File: src/rtl/traffic_pkg.sv
// rtl/traffic_pkg.sv - shared phase/state encodings for the traffic light controller
// Purpose : phase codes shared with the countdown timer, controller FSM state
//           enum, default timer width and small decode helpers.
// Ports   : none (package).
package traffic_pkg;

    localparam int TIMER_W_DEF = 32;

    // Phase codes as seen by the timer; 2'b11 is never produced.
    typedef enum logic [1:0] {
        GREEN  = 2'b00,
        YELLOW = 2'b01,
        RED    = 2'b10
    } phase_e;

    typedef enum logic [1:0] {
        S_INIT,
        S_LOAD,
        S_RUN,
        S_NIGHT
    } state_e;

    function automatic phase_e next_phase(input phase_e p);
        case (p)
            GREEN:   return YELLOW;
            YELLOW:  return RED;
            default: return GREEN;
        endcase
    endfunction

    // Lamp decode packed as {red, yellow, green}.
    function automatic logic [2:0] lamp_decode(input phase_e p);
        case (p)
            GREEN:   return 3'b001;
            YELLOW:  return 3'b010;
            default: return 3'b100;
        endcase
    endfunction

endpackage

File: src/rtl/traffic_blink_gen.sv
// rtl/traffic_blink_gen.sv - night-mode blink tick generator
// Purpose : counts BLINK_TICKS enabled cycles and pulses toggle_o on the last
//           one; the count is held at zero while disabled so every night
//           period starts with a full half-period.
// Ports   : clk, rst_n (async active-low), en_i (count enable),
//           toggle_o (one-cycle pulse: flip the blinking lamp on this edge).
module traffic_blink_gen #(
    parameter int BLINK_TICKS = 5
) (
    input  logic clk,
    input  logic rst_n,
    input  logic en_i,
    output logic toggle_o
);

    localparam int CNT_W = (BLINK_TICKS > 1) ? $clog2(BLINK_TICKS) : 1;
    localparam logic [CNT_W-1:0] LAST = CNT_W'(BLINK_TICKS - 1);

    logic [CNT_W-1:0] cnt_q;

    assign toggle_o = en_i && (cnt_q == LAST);

    always_ff @(posedge clk or negedge rst_n) begin
        if (!rst_n) begin
            cnt_q <= '0;
        end else if (!en_i || cnt_q == LAST) begin
            cnt_q <= '0;
        end else begin
            cnt_q <= cnt_q + CNT_W'(1);
        end
    end

endmodule

File: src/rtl/traffic_light_ctrl.sv
// rtl/traffic_light_ctrl.sv - GREEN/YELLOW/RED phase sequencer with night flashing mode
// Purpose : drives the countdown timer (current_state, load) and the lamps;
//           advances one phase each time the timer reports 0. Night mode is
//           only entered at RED expiry and flashes yellow until night drops.
// Config  : define TRAFFIC_PED_REQUEST_EN to add the pedestrian request
//           feature (ped_req input, ped_walk output, PED_MIN_TICKS parameter).
// Ports   : clk, rst_n (async active-low), timer (remaining count),
//           night (night-mode level request), load (one-cycle timer load),
//           current_state (phase code to timer), lamp_g/lamp_y/lamp_r,
//           [ped_req (request pulse), ped_walk (walk signal)].
module traffic_light_ctrl
    import traffic_pkg::*;
#(
    parameter int TIMER_W     = TIMER_W_DEF,
    parameter int BLINK_TICKS = 5
`ifdef TRAFFIC_PED_REQUEST_EN
    ,parameter int PED_MIN_TICKS = 5
`endif
) (
    input  logic               clk,
    input  logic               rst_n,
    input  logic [TIMER_W-1:0] timer,
    input  logic               night,
`ifdef TRAFFIC_PED_REQUEST_EN
    input  logic               ped_req,
    output logic               ped_walk,
`endif
    output logic               load,
    output logic [1:0]         current_state,
    output logic               lamp_g,
    output logic               lamp_y,
    output logic               lamp_r
);

    state_e state_q;
    phase_e phase_q;
    logic   load_q;
    logic   lamp_g_q;
    logic   lamp_y_q;
    logic   lamp_r_q;
    logic   blink_toggle;
    logic   ped_cut;
    logic   expire;

`ifdef TRAFFIC_PED_REQUEST_EN
    logic ped_pend_q;
    logic ped_walk_q;

    // A pending request cuts GREEN short only while enough time remains.
    assign ped_cut = ped_pend_q && (phase_q == GREEN) &&
                     (timer > TIMER_W'(PED_MIN_TICKS));

    always_ff @(posedge clk or negedge rst_n) begin
        if (!rst_n) begin
            ped_pend_q <= 1'b0;
            ped_walk_q <= 1'b0;
        end else begin
            if (expire) begin
                ped_walk_q <= (phase_q == YELLOW);
            end
            // Entering RED serves the request; that wins over a new pulse.
            if (expire && phase_q == YELLOW) begin
                ped_pend_q <= 1'b0;
            end else if (ped_req && state_q != S_NIGHT && phase_q != RED) begin
                ped_pend_q <= 1'b1;
            end
        end
    end

    assign ped_walk = ped_walk_q;
`else
    assign ped_cut = 1'b0;
`endif

    // Timer expiry and a pedestrian cut in the same cycle give one advance.
    assign expire = (state_q == S_RUN) && ((timer == '0) || ped_cut);

    traffic_blink_gen #(
        .BLINK_TICKS(BLINK_TICKS)
    ) u_blink (
        .clk     (clk),
        .rst_n   (rst_n),
        .en_i    (state_q == S_NIGHT),
        .toggle_o(blink_toggle)
    );

    always_ff @(posedge clk or negedge rst_n) begin
        if (!rst_n) begin
            state_q                          <= S_INIT;
            phase_q                          <= RED;
            load_q                           <= 1'b0;
            {lamp_r_q, lamp_y_q, lamp_g_q}   <= 3'b100;
        end else begin
            case (state_q)
                S_INIT: begin
                    state_q                        <= S_LOAD;
                    phase_q                        <= GREEN;
                    load_q                         <= 1'b1;
                    {lamp_r_q, lamp_y_q, lamp_g_q} <= lamp_decode(GREEN);
                end
                S_LOAD: begin
                    // The timer captures its duration on this edge.
                    state_q <= S_RUN;
                    load_q  <= 1'b0;
                end
                S_RUN: begin
                    if (expire) begin
                        if (phase_q == RED && night) begin
                            state_q                        <= S_NIGHT;
                            phase_q                        <= YELLOW;
                            {lamp_r_q, lamp_y_q, lamp_g_q} <= 3'b010;
                        end else begin
                            state_q                        <= S_LOAD;
                            phase_q                        <= next_phase(phase_q);
                            load_q                         <= 1'b1;
                            {lamp_r_q, lamp_y_q, lamp_g_q} <= lamp_decode(next_phase(phase_q));
                        end
                    end
                end
                S_NIGHT: begin
                    if (!night) begin
                        state_q                        <= S_LOAD;
                        phase_q                        <= GREEN;
                        load_q                         <= 1'b1;
                        {lamp_r_q, lamp_y_q, lamp_g_q} <= lamp_decode(GREEN);
                    end else if (blink_toggle) begin
                        lamp_y_q <= ~lamp_y_q;
                    end
                end
            endcase
        end
    end

    assign load          = load_q;
    assign current_state = phase_q;
    assign lamp_g        = lamp_g_q;
    assign lamp_y        = lamp_y_q;
    assign lamp_r        = lamp_r_q;

endmodule

File: config.mk
export PLATFORM = sky130hd
export DESIGN_NAME = traffic_light_ctrl
export DESIGN_NICKNAME = d
export VERILOG_FILES = /design/src/rtl/traffic_pkg.sv /design/src/rtl/traffic_blink_gen.sv /design/src/rtl/traffic_light_ctrl.sv
export SDC_FILE = /design/constraint.sdc
export NUM_CORES = 1
export LEC_CHECK = 0
export CORE_MARGIN = 1.5
export CORE_UTILIZATION = 38
export CTS_CLUSTER_SIZE = 30
export DETAILED_ROUTE_END_ITERATION = 10
export PLACE_DENSITY = 0.83
export SLEW_MARGIN = 25
export SYNTH_ARGS = -nofsm -noshare
export SYNTH_HDL_FRONTEND = slang
export SYNTH_SLANG_ARGS = --single-unit
File: constraint.sdc
create_clock -name clk -period 3 [get_ports clk]
set_input_delay 0.6 -clock clk [delete_from_list [all_inputs] [get_ports clk]]
set_output_delay 0.6 -clock clk [all_outputs]
set_load 0.1 [all_outputs]
## After elaboration in Yosys (flattened, before gate mapping)

Cells that the tools add are included.

- Output and inout bits: 6
- Bits in writable memories: 0
- Bits in latches: 0
- Input port bits: 35
- Memory bits (read-only): 0
- Flip-flop bits (word level): 11
- Memories kept: 0
- Word-level logic and storage cells: 64

- Multiplexer cells: 30
- Add/subtract/negate cells: 1
- Bitwise gates (word level): 1
- Magnitude comparators: 0
- Reductions and logical operators: 14
- Eq/ne operators: 11
- Divide/modulo/power cells: 0
- Multipliers: 0
- Shift operators: 0

Operator list:

| kind | count |
|---|---|
| zero test 32 bit | 1 |
| 2-to-1 mux 2 bit | 9 |
| 2-to-1 mux 1 bit | 12 |
| one-hot mux 1 bit (3 select lines) | 3 |
| AND reduction 3 bit | 3 |
| one-hot mux 2 bit (4 select lines) | 1 |
| == test 2 x 1 -> 1 bit, second input constant | 3 |
| == test 2 bit, second input constant | 3 |
| zero test 2 bit | 3 |
| != test 2 bit, second input constant | 3 |
| one-hot mux 2 bit (3 select lines) | 1 |
| one-hot mux 3 bit (2 select lines) | 1 |
| one-hot mux 1 bit (4 select lines) | 1 |
| one-hot mux 2 bit (2 select lines) | 1 |
| adder 3 x 1 -> 3 bit, second input constant | 1 |
| == test 3 bit, second input constant | 1 |
| logical AND 1 bit | 3 |
| 2-to-1 mux 3 bit | 1 |
| != test 3 bit, second input constant | 1 |
| nonzero test 3 bit | 1 |
| AND reduction 2 bit | 1 |
| zero test 1 bit | 1 |
| logical OR 1 bit | 1 |
| NOT 1 bit | 1 |

## Logic depth before layout (Yosys ltp)

Gate-level depths: netlist of the first run.

- Depth after elaboration: 10
- Depth in mapped cells: 7

## Cells and area by module

From an unflattened synthesis of the first run, not the netlist that was laid out.

- Cell total of the unflattened synthesis: 72
- Area total of the unflattened synthesis: 656.9 um^2

Modules (own cells, without submodules):

| module | cells an instance | sequential area each (um^2) | instances | area an instance (um^2) |
|---|---|---|---|---|
| traffic_light_ctrl | 57 | 176.4 | 1 | 505.5 |
| traffic_blink_gen | 15 | 75.1 | 1 | 151.4 |

## Least setup slack after synthesis of the first run

OpenSTA, ideal clock, no wires.

- Kind: reg-to-output
- Start: register phase_q[1] (netlist: current_state[1])
- End: output current_state[1]
- Stages on the path, launching flop included: 2
- Arrival time: 1,246 ps
- Setup slack: 1,154 ps
- Required time: 2,400 ps
- Cells stage by stage: dfstp_2 -> buf_4

RTL lines:

| element | line | RTL |
|---|---|---|
| start: declaration | traffic_light_ctrl.sv:36 | `phase_e phase_q;` |
| start signal: assignment | traffic_light_ctrl.sv:114 | `phase_q <= next_phase(phase_q);` |
| end: declaration | traffic_light_ctrl.sv:29 | `output logic [1:0] current_state,` |

No word-level cell between the ends.

## Worst setup path in the final report of the first run

- Start: input timer[24]
- End: register state_q[1]

- Cells in the longest elaborated chain, start to end: 4

Ends and longest elaborated chain:

| element | line | RTL |
|---|---|---|
| start: declaration | traffic_light_ctrl.sv:22 | `input logic [TIMER_W-1:0] timer,` |
| zero test 32 bit | traffic_light_ctrl.sv:76 | `assign expire = (state_q == S_RUN) && ((timer == '0) \|\| ped_cut);` |
| logical AND 1 bit | traffic_light_ctrl.sv:76 |  |
| != test 2 bit (no source line) | - |  |
| AND reduction 2 bit (no source line) | - |  |
| end signal: assignment | traffic_light_ctrl.sv:89 | `state_q <= S_INIT;` |
| end signal: assignment | traffic_light_ctrl.sv:96 | `state_q <= S_LOAD;` |
| end signal: assignment | traffic_light_ctrl.sv:103 | `state_q <= S_RUN;` |
| end: declaration | traffic_light_ctrl.sv:35 | `state_e state_q;` |

No other way between the ends.
A chain may end at the register's enable or synchronous reset.

==> results of run 1 <==
critical path, cell delays in order:
cell and delay [ns]:
clkdlybuf4s50_1 0.40, nor4_1 0.28, nand4_1 0.20, o21ai_2 0.30, nand2_2 0.10, mux2_1 0.33
layout make-up:
class | instances | area share
clock buffers | 4 | 0.0244
well taps | 16 | 0.0186
inverters | 7 | 0.0244
repair buffers | 40 | 0.358
multi-input cells | 51 | 0.341
flip-flops and latches | 10 | 0.234
cells by family (layout without fill, tap and decap cells):
family                   count (synthesis)  after routing  synth area share
flip-flops                              10             10             0.386
multiplexers                             4              4            0.0710
AND/OR/NAND/NOR                         27             27             0.242
buffers and inverters                    8             51            0.0518
adder cells (fa/ha/maj)                  6              6             0.115
AO/OA/AOI/OAI                           14             14             0.134
routing by layer:
layer,GRT usage,wire length (um)
met3,0.0939,90
met2,0.376,893
met4,0.0545,12
met1,0.233,699
met5,0,0
registers in the layout, indices dropped and copies added, names as in the netlist:
name / count
lamp_y: 1
state_q: 2
u_blink.cnt_q: 3
load: 1
current_state: 2
lamp_g: 1
synth_stat cells, drive strengths merged (2+ instances only):
master | n | area (sq um)
a21oi | 6 | 30.0
nand3 | 3 | 15.0
nand2 | 4 | 17.5
o21a | 2 | 15.0
ha | 6 | 75.1
nor2 | 2 | 7.51
dfrtp | 9 | 225
o21ai | 2 | 13.8
inv | 7 | 26.3
nor4 | 8 | 56.3
nor3 | 2 | 10.0
a31oi | 2 | 12.5
mux2 | 2 | 26.3
nand4 | 2 | 12.5
mux2i | 2 | 20.0
and3 | 2 | 12.5
nor2b | 2 | 12.5
power by group:
group / leakage, nW / internal, mW / total [mW] / switching [mW]
clock: 0.0150 / 0.0513 / 0.0938 / 0.0425
combinational: 0.324 / 0.151 / 0.397 / 0.246
sequential: 0.122 / 0.171 / 0.200 / 0.0292
metrics by stage:
step | util | hold slack [ns] | total power [mW] | setup WS, ns | instances
2_1_floorplan | - | 0.304 | 0.477 | 1.15 | 69
3_3_place_gp | 0.673 | 0.502 | 0.586 | 0.673 | 124
3_5_place_dp | 0.673 | 0.511 | 0.599 | 0.647 | 124
4_1_cts | 0.690 | 0.526 | 0.698 | 0.917 | 128
5_1_grt | 0.690 | 0.553 | 0.745 | 0.746 | 128
6_report | 0.690 | 0.517 | 0.691 | 0.925 | 128
worst max-delay path by stage:
| stage | startpoint | end | slack [ns] |
|---|---|---|---|
| after floorplan | current_state[1] | current_state[1] | 1.15 |
| after global placement | timer[16] | state_q[1] | 0.67 |
| after detailed placement | timer[24] | state_q[1] | 0.65 |
| after CTS | timer[24] | state_q[1] | 0.92 |
| after global routing | timer[24] | state_q[1] | 0.75 |
| final | timer[24] | state_q[1] | 0.93 |
layout by cell type (no fill, tap or decap), drive strengths merged:
cell,Yosys,routed
nor3b,1,1
buf,1,6
or2,1,1
nand2,4,4
inv,7,7
nor2,2,2
o22ai,1,1
mux2,2,2
nor4,8,8
nor3,2,2
o21ai,2,2
a31oi,2,2
mux2i,2,2
clkdlybuf4s50,0,34
a32o,1,1
clkbuf,0,4
dfstp,1,1
ha,6,6
nand4,2,2
nor2b,2,2
a21oi,6,6
dfrtp,9,9
o21a,2,2
and3,2,2
nand3,3,3
==> key figures, run 1 <==
Timing
  • Unrepaired setup endpoints after global routing: no
  • Worst-Margin Slew: 0.443 ns
  • Max-slew headroom: 0.703
  • Final setup violation count: 0
  • Period minus WS final: 2.07 ns
  • Setup TNS: 0 ns
  • Final hold viol count: 0
  • Peak Freq: 482 MHz
  • Crit share post-route: 0.692
  • Clock Skew: 0.00324 ns
  • Max-slew violation count: 0

Floorplan
  • Full die area: 1970 sq um
  • Die X: 44.4 um
  • Starting Density: 0.418
  • Io pins: 41
  • Core area: 1560 sq um
  • Die Y: 44.4 um
  • Row cnt: 14

Global routing
  • Vias in the first global route: 670
  • First-pass GRT wire length: 3.00 mm
  • Pin count of the biggest net entering global routing: 11
  • Total gr overflow: 0
  • Total GRT Usage: 0.213
  • Antenna violations before repair: 0

Place
  • Post-DP Area: 1050 sq um
  • Hpwl dp: 1.49 mm
  • Number of port buffers: 40
  • Routability congestion estimate: 0.741

Synth
  • Post-synth EDFFs: 0
  • Post-Synthesis Cells: 69
  • Avg Cell Area, Syn: 9.45 sq um
  • Sequential area share after synthesis: 0.386
  • Post-synth ARST share: 1.00
  • Netlist cell types: 27
  • Register bit total from synthesis: 10
  • Cell Area, Synth: 652 sq um
  • Top_reg_cell synth: dfrtp_1
  • Mapped Nets: 110
  • YS warnings: 0

Setup path
  • Worst path arrival time: 2.22 ns
  • R2R cell count: 7
  • Critical Path Sink Type: flip-flop
  • Crit start category: input pin
  • R2r startpoint: state_q[1]
  • Worst EP required: 3.14 ns
  • Reg2Reg Setup Slack: 1.36 ns
  • Reg2reg end: current_state[1]
  • Crit-path max FO: 6
  • Critical path class: in -> reg

Drt
  • DRC: 0
  • Initial DRT Pass Iterations: 4
  • Post-DR vias/cell: 5.15
  • Drt wl/cell: 13.2 um
  • Initial DRC count: 10
  • Final ANT Viol Nets: 0
  • Drt total wl: 1.70 mm
  • Vias: 659

Clocking
  • Post-cts sizing count: 0
  • Root buf cell: clkbuf_4
  • Clock slew at reported path FFs: 0.06 ns
  • CTS Buf Count: 3
  • H-tree levels: 1
  • CTS Hold Bufs: 0
  • Sink Count: 10
  • Worst-Skew Late Latency: 0.26 ns
  • Post-CTS Setup Repair Bufs: 0
  • CTS tree: yes
  • Clk buf depth: 2

Final layout
  • Final instance area: 1080 sq um
  • Synth-to-layout area growth: 65.1%
  • Nets: 154
  • Multi-input combinational cell area: 367 sq um
  • Sequential cell area: 251 sq um
  • Share of cells above drive strength 1: 0.125
  • # diodes: 0
  • Filler cells: 130

Hold path
  • Type of the most critical hold path: reg -> reg
  • Worst hold endpoint: load
  • Hold_sp: load
  • Hold Path Depth: 1

Pwr
  • Max VDD drop: 0.441 mV
  • Pleak: 0.461 nW
  • P per Cell Area: 642 nW/um^2

Outcome
  • Outcome: completed

Flow run
  • Max-Cap Viols: 0
Note: power is estimated with default switching activity, not from simulation.
==> inputs of run 2 (changes only) <==
Settings changed: CORE_UTILIZATION 38 to 32, PLACE_DENSITY 0.83 to 0.74.
Clock period 3 ns to 1.7 ns, I/O delays scaled along.
==> run 2 against run 1 <==
Utilization is 2.1 points lower. Clock-buffer cell count stayed put. Sequential power is 85% higher. Clock skew is 0.0082 ns higher. Wire length is 23% higher. Clock power is 130% higher.
==> key figures, run 2 (synthesis gave the netlist of run 1 again) <==
Timing
  • Final Worst Setup Slack: 0.0696 ns (-0.856 ns)
  • Hold_ws: 0.388 ns (-0.130 ns)
  • Max-slew violation count: 0 (unchanged)
  • Peak Freq: 613 MHz
  • Period minus WS final: 1.63 ns
  • Max-slew headroom: 0.687 (-0.0161)
  • Final setup violation count: 0 (unchanged)
  • Worst-Margin Slew: 0.468 ns (+0.0241 ns)
  • Setup TNS: 0 ns (unchanged)
  • Crit share post-route: 0.959
  • Clock Skew: 0.0114 ns (+0.00818 ns)
  • Final hold viol count: 0 (unchanged)

Global routing
  • Vias in the first global route: 659 (-1.6%)
  • First-pass GRT wire length: 2.90 mm (-3.4%)
  • Total gr overflow: 0 (unchanged)
  • Pin count of the biggest net entering global routing: 11 (unchanged)
  • Antenna violations before repair: 0 (unchanged)
  • Total GRT Usage: 0.182 (-0.0315)

Clocking
  • Clock slew at reported path FFs: 0.07 ns (about the same)
  • H-tree levels: 1 (unchanged)
  • CTS Buf Count: 3 (unchanged)
  • Clk buf depth: 2 (unchanged)
  • CTS Hold Bufs: 0 (unchanged)
  • Root buf cell: clkbuf_4
  • Worst-Skew Late Latency: 0.27 ns (about the same)
  • Sink Count: 10 (unchanged)
  • CTS tree: yes

Final layout
  • Synth-to-layout area growth: 99.2%
  • Final instance area: 1300 sq um (+21%)
  • Most flops, register: u_blink.cnt_q
  • # diodes: 0 (unchanged)
  • Max FFs per register: 3 (unchanged)
  • Share of cells above drive strength 1: 0.224 (+0.0991)
  • Commonest non-fill, non-tap cells in the layout: dlymetal6s2s_1 (22), clkdlybuf4s50_1 (10), dfrtp_1 (9), inv_1 (7), nor4_2 (7)
  • Nets: 158 (+2.6%)
  • Commonest non-fill, non-tap cell in the layout: dlymetal6s2s_1

Drt
  • Drt total wl: 2.09 mm (+23%)
  • DRC: 0 (unchanged)
  • Drt wl/cell: 14.6 um (+10%)
  • Initial DRC count: 13 (+3)
  • Vias: 702 (+6.5%)
  • Final ANT Viol Nets: 0 (unchanged)
  • Initial DRT Pass Iterations: 4 (unchanged)
  • Post-DR vias/cell: 4.91 (-4.6%)

Setup path
  • Critical Path Sink Type: flip-flop
  • CP bufs+invs: 1 (unchanged)
  • Critical path's top delay family: simple AND/OR/NAND/NOR gates
  • Cell Chain, Critical Path: clkdlybuf4s50_1 > nor4_2 > nand4_1 > o21ai_2 > nand2_1 > mux2_4
  • Worst path arrival time: 1.79 ns (-0.43 ns)
  • Crit-path max FO: 4 (-2)
  • Critical path class: in -> reg
  • Crit start category: input pin
  • Worst EP required: 1.86 ns (-1.28 ns)
  • Max stage delay on crit path: 0.43 ns (+0.03 ns)
  • Slowest cell on the critical path: clkdlybuf4s50_1

Pwr
  • P per Cell Area: 1080 nW/um^2 (+68%)
  • Total internal power: 0.811 mW (+120%)
  • P_sw: 0.593 mW (+87%)
  • Max VDD drop: 0.799 mV (+81%)
  • Pleak: 0.718 nW (+56%)
  • Final Total Pwr: 1.40 mW (+100%)
  • Net Sw Frac: 0.422 (-0.0373)
  • Sequential fraction of design power: 0.263 (-0.027)
  • Logic gate share of total power: 0.584 (+0.009)
  • Clock share of power: 0.153 (+0.017)

Floorplan
  • Io pins: 41 (unchanged)
  • Die X: 48.1 um (+8.4%)
  • Row cnt: 16 (+2)
  • Core area: 1940 sq um (+25%)
  • Full die area: 2320 sq um (+17%)
  • Die Y: 48.1 um (+8.4%)
  • Starting Density: 0.336 (-0.0824)

Hold path
  • Type of the most critical hold path: in -> async

Outcome
  • Outcome: completed

Place
  • Hpwl dp: 1.54 mm (+3.1%)
  • Routability congestion estimate: 0.787 (+6.2%)
  • Post-DP Area: 1170 sq um (+11%)
  • Number of port buffers: 40 (unchanged)
  • Place WS: -0.314 ns (-0.961 ns)

Flow run
  • Max-Cap Viols: 0 (unchanged)
## run 2: cell types whose count changed in the layout (fill, tap and decap cells not counted), sizes merged
cell and delta:
dlymetal6s2s +22, clkdlybuf4s50 -24, dlygate4sd2 +2, buf +4
## run 2: layout make-up
class | count | area, sq um
well taps | 27 | 33.8
multi-input cells | 51 | 408
repair buffers | 44 | 543
flip-flops and latches | 10 | 251
inverters | 7 | 26.3
clock buffers | 4 | 36.3
fillers | 157 | 643
## run 2: worst reg2reg max path, cell delays in order, from the launching register on
cell	delay, ns
dfrtp_1	0.40
inv_1	0.08
ha_1	0.23
a21oi_1	0.13
buf_4	0.16
nand3_1	0.08
nor3_1	0.17
a21oi_1	0.06
o22ai_1	0.17
## run 2: metrics by stage
stage           util  cells
4_1_cts        0.628    143
3_3_place_gp   0.602    139
2_1_floorplan      -     69
6_report       0.669    143
3_5_place_dp   0.602    139
5_1_grt        0.669    143
## run 2: power groups by stage
stage,Combinational [mW],Clock [mW],Sequential [mW]
floorplan,0.291,0,0.551
global placement,0.794,0,0.369
detailed placement,0.810,0,0.374
CTS,0.832,0.223,0.370
global route,0.898,0.229,0.378
finish,0.820,0.214,0.369
## run 2: final timing paths
path	start	to	slack, ns	cells past startpoint
setup / recovery	timer[5]	current_state[0]	0.07	6
hold / removal	rst_n	u_blink.cnt_q[2]	0.39	1
setup reg to reg	state_q[1]	current_state[1]	0.14	8
hold reg to reg	load	load	0.57	1
max in group asynchronous	rst_n	current_state[1]	0.97	1
min in group clk	load	load	0.57	1
## run 2: metal layers
metal / share of wire / wire (um) / track usage
met4: 0.025 / 52 / 0.0162
met5: 0 / 0 / 0
met3: 0.072 / 151 / 0.0630
met2: 0.51 / 1060 / 0.320
met1: 0.39 / 824 / 0.224
## run 2: timing repair
item / in CTS / in global routing
resized for setup: 5 / 26
pin swaps: 6 / 12
setup buffers: 0 / 0
setup endpoints to repair: 2 / 6
==> inputs of run 3 (changes only) <==
Settings changed: PLACE_DENSITY 0.74 to 0.83, TNS_END_PERCENT set to 30.
==> run 3 against run 2 <==
Design area is 0.38% higher. Largest power group unchanged. Worst setup slack worse by 0.060 ns. Critical path type unchanged. Utilization is 0.26 points higher. Critical endpoint unchanged. Sequential power is 2% higher.
==> key figures, run 3 (synthesis gave the netlist of run 1 again) <==
Drt
  • DRC: 0 (unchanged)
  • Vias: 790 (+13%)
  • Drt wl/cell: 19.0 um (+30%)
  • Initial DRT Pass Iterations: 3 (-1)
  • Initial DRC count: 7 (-6)
  • Drt total wl: 2.78 mm (+33%)
  • Final ANT Viol Nets: 0 (unchanged)
  • Post-DR vias/cell: 5.41 (+10%)

Clocking
  • CTS tree: yes
  • H-tree levels: 1 (unchanged)
  • Sink Count: 10 (unchanged)
  • Worst-Skew Late Latency: 0.27 ns (about the same)
  • Clk buf depth: 2 (unchanged)
  • Root buf cell: clkbuf_4
  • CTS Buf Count: 3 (unchanged)
  • Clock slew at reported path FFs: 0.06 ns (about the same)
  • CTS Hold Bufs: 0 (unchanged)

Final layout
  • Most flops, register: u_blink.cnt_q
  • Core Util, Final: 0.671 (+0.00258)
  • Non-Filler Instances: 146 (+2.1%)
  • Final instance area: 1300 sq um (+0.38%)
  • Synth-to-layout area growth: 100%
  • Nets: 161 (+1.9%)
  • Share of cells above drive strength 1: 0.286 (+0.0616)
  • # diodes: 0 (unchanged)
  • Commonest non-fill, non-tap cell in the layout: dlymetal6s2s_1
  • Commonest non-fill, non-tap cells in the layout: dlymetal6s2s_1 (15), dlygate4sd2_1 (14), dfrtp_1 (9), nor4_2 (8)
  • Multi-input combinational cell area: 433 sq um (+6.1%)
  • Max FFs per register: 3 (unchanged)
  • Sequential cell area: 251 sq um (unchanged)
  • Filler cells: 134 (-15%)

Floorplan
  • Starting Density: 0.336 (unchanged)
  • Die Y: 48.1 um (unchanged)
  • Row cnt: 16 (unchanged)
  • Core area: 1940 sq um (unchanged)
  • Full die area: 2320 sq um (unchanged)
  • Die X: 48.1 um (unchanged)
  • Io pins: 41 (unchanged)

Pwr
  • P_sw: 0.658 mW (+11%)
  • P per Cell Area: 1100 nW/um^2 (+2.1%)
  • Total internal power: 0.781 mW (-3.7%)
  • Logic gate share of total power: 0.616 (+0.032)
  • Pleak: 0.681 nW (-5.1%)
  • Net Sw Frac: 0.458 (+0.0351)
  • Clock share of power: 0.124 (-0.029)
  • Max VDD drop: 0.849 mV (+6.2%)
  • Sequential fraction of design power: 0.260 (-0.003)

Timing
  • Final hold viol count: 0 (unchanged)
  • Clock Skew: 0.000559 ns (-0.0109 ns)
  • Max-slew headroom: 0.677 (-0.0104)
  • Final Worst Setup Slack: 0.00977 ns (-0.0599 ns)
  • Max-slew violation count: 0 (unchanged)
  • Crit share post-route: 0.994 (+0.0352)
  • Peak Freq: 592 MHz (-3.5%)
  • Final setup violation count: 0 (unchanged)
  • Period minus WS final: 1.69 ns (+0.0599 ns)
  • Worst-Margin Slew: 0.483 ns (+0.0156 ns)

Setup path
  • Critical path class: in -> reg
  • Worst path arrival time: 1.85 ns (+0.06 ns)
  • Max stage delay on crit path: 0.41 ns (-0.02 ns)
  • Slowest cell on the critical path: clkdlybuf4s50_1
  • Critical Path Sink Type: flip-flop
  • Cell Chain, Critical Path: clkdlybuf4s50_1 > nor4_2 > nand4_1 > o21ai_2 > nand2_1 > mux2_4
  • Crit start category: input pin
  • Crit-path max FO: 5 (+1)
  • Worst EP required: 1.86 ns (about the same)

Hold path
  • Type of the most critical hold path: in -> async

Place
  • Number of port buffers: 40 (unchanged)
  • Hpwl dp: 1.78 mm (+16%)
  • Place WS: -0.397 ns (-0.0825 ns)
  • Inst Count DP: 140 (+0.72%)
  • Routability congestion estimate: 0.912 (+16%)
  • Post-DP Area: 1180 sq um (+0.64%)

Global routing
  • First-pass GRT wire length: 3.26 mm (+13%)
  • Antenna violations before repair: 0 (unchanged)
  • Pin count of the biggest net entering global routing: 11 (unchanged)
  • Total gr overflow: 0 (unchanged)
  • Vias in the first global route: 731 (+11%)
  • Total GRT Usage: 0.215 (+0.0330)

Outcome
  • Outcome: completed

Flow run
  • Max-Cap Viols: 0 (unchanged)
==> run 3: changes by cell type in the layout (fill, tap and decap cells not counted), sizes merged <==
cell,delta
dlymetal6s2s,-7
buf,+3
clkdlybuf4s15,+2
clkdlybuf4s50,-7
dlygate4sd2,+12
==> run 3: metrics by stage <==
stage	hold WS [ns]	setup TNS [ns]	power (mW)
after detailed placement	0.562	-2.33	1.19
after global placement	0.539	-1.84	1.16
final	0.393	0	1.44
after CTS	0.397	0	1.40
after global routing	0.424	-0.139	1.52
after floorplan	0.0444	0	0.842
==> run 3: worst max-delay path: cells and delay by family <==
kind	cells	cell delay (ns)
compound gates	1	0.28
buf+inv	1	0.41
mux	1	0.32
simple gates	3	0.50
==> run 3: final timing paths <==
kind / cells after the start / slack [ns] / end / startpoint
setup / recovery: 6 / 0.01 / current_state[0] / timer[17]
hold / removal: 1 / 0.39 / lamp_g / rst_n
setup reg to reg: 7 / 0.10 / state_q[1] / state_q[0]
hold reg to reg: 1 / 0.58 / load / load
max in group asynchronous: 1 / 0.96 / current_state[1] / rst_n
min in group clk: 1 / 0.58 / load / load
==> run 3: layout make-up <==
| class | count | area share |
|---|---|---|
| timing repair buffer | 47 | 0.409 |
| multi-input combinational | 51 | 0.332 |
| sequential | 10 | 0.193 |
| tap | 27 | 0.0259 |
| clock buffer | 4 | 0.0202 |
| inverter | 7 | 0.0202 |
==> run 3: power by group through the flow <==
stage	Combinational (mW)	Sequential [mW]	Clock (mW)
global route	0.946	0.383	0.197
finish	0.886	0.375	0.178
floorplan	0.291	0.551	0
detailed placement	0.820	0.374	0
CTS	0.847	0.371	0.184
global placement	0.791	0.367	0
==> run 3: routing by layer <==
layer | routed length, um | track usage | vias to the layer above | part of all wire
met5 | 0 | 0 | - | 0
met4 | 92 | 0.0811 | 0 | 0.033
met3 | 193 | 0.0815 | 11 | 0.069
met2 | 1490 | 0.403 | 34 | 0.53
met1 | 1010 | 0.213 | 392 | 0.36
li1 | - | - | 353 | -
==> run 3: timing repair <==
item | 4_1_cts | 5_1_grt
buffers inserted | 2 | 0
endpoints found under the setup margin | 7 | 7
resized for setup | 21 | 25
pin swaps | 12 | 13
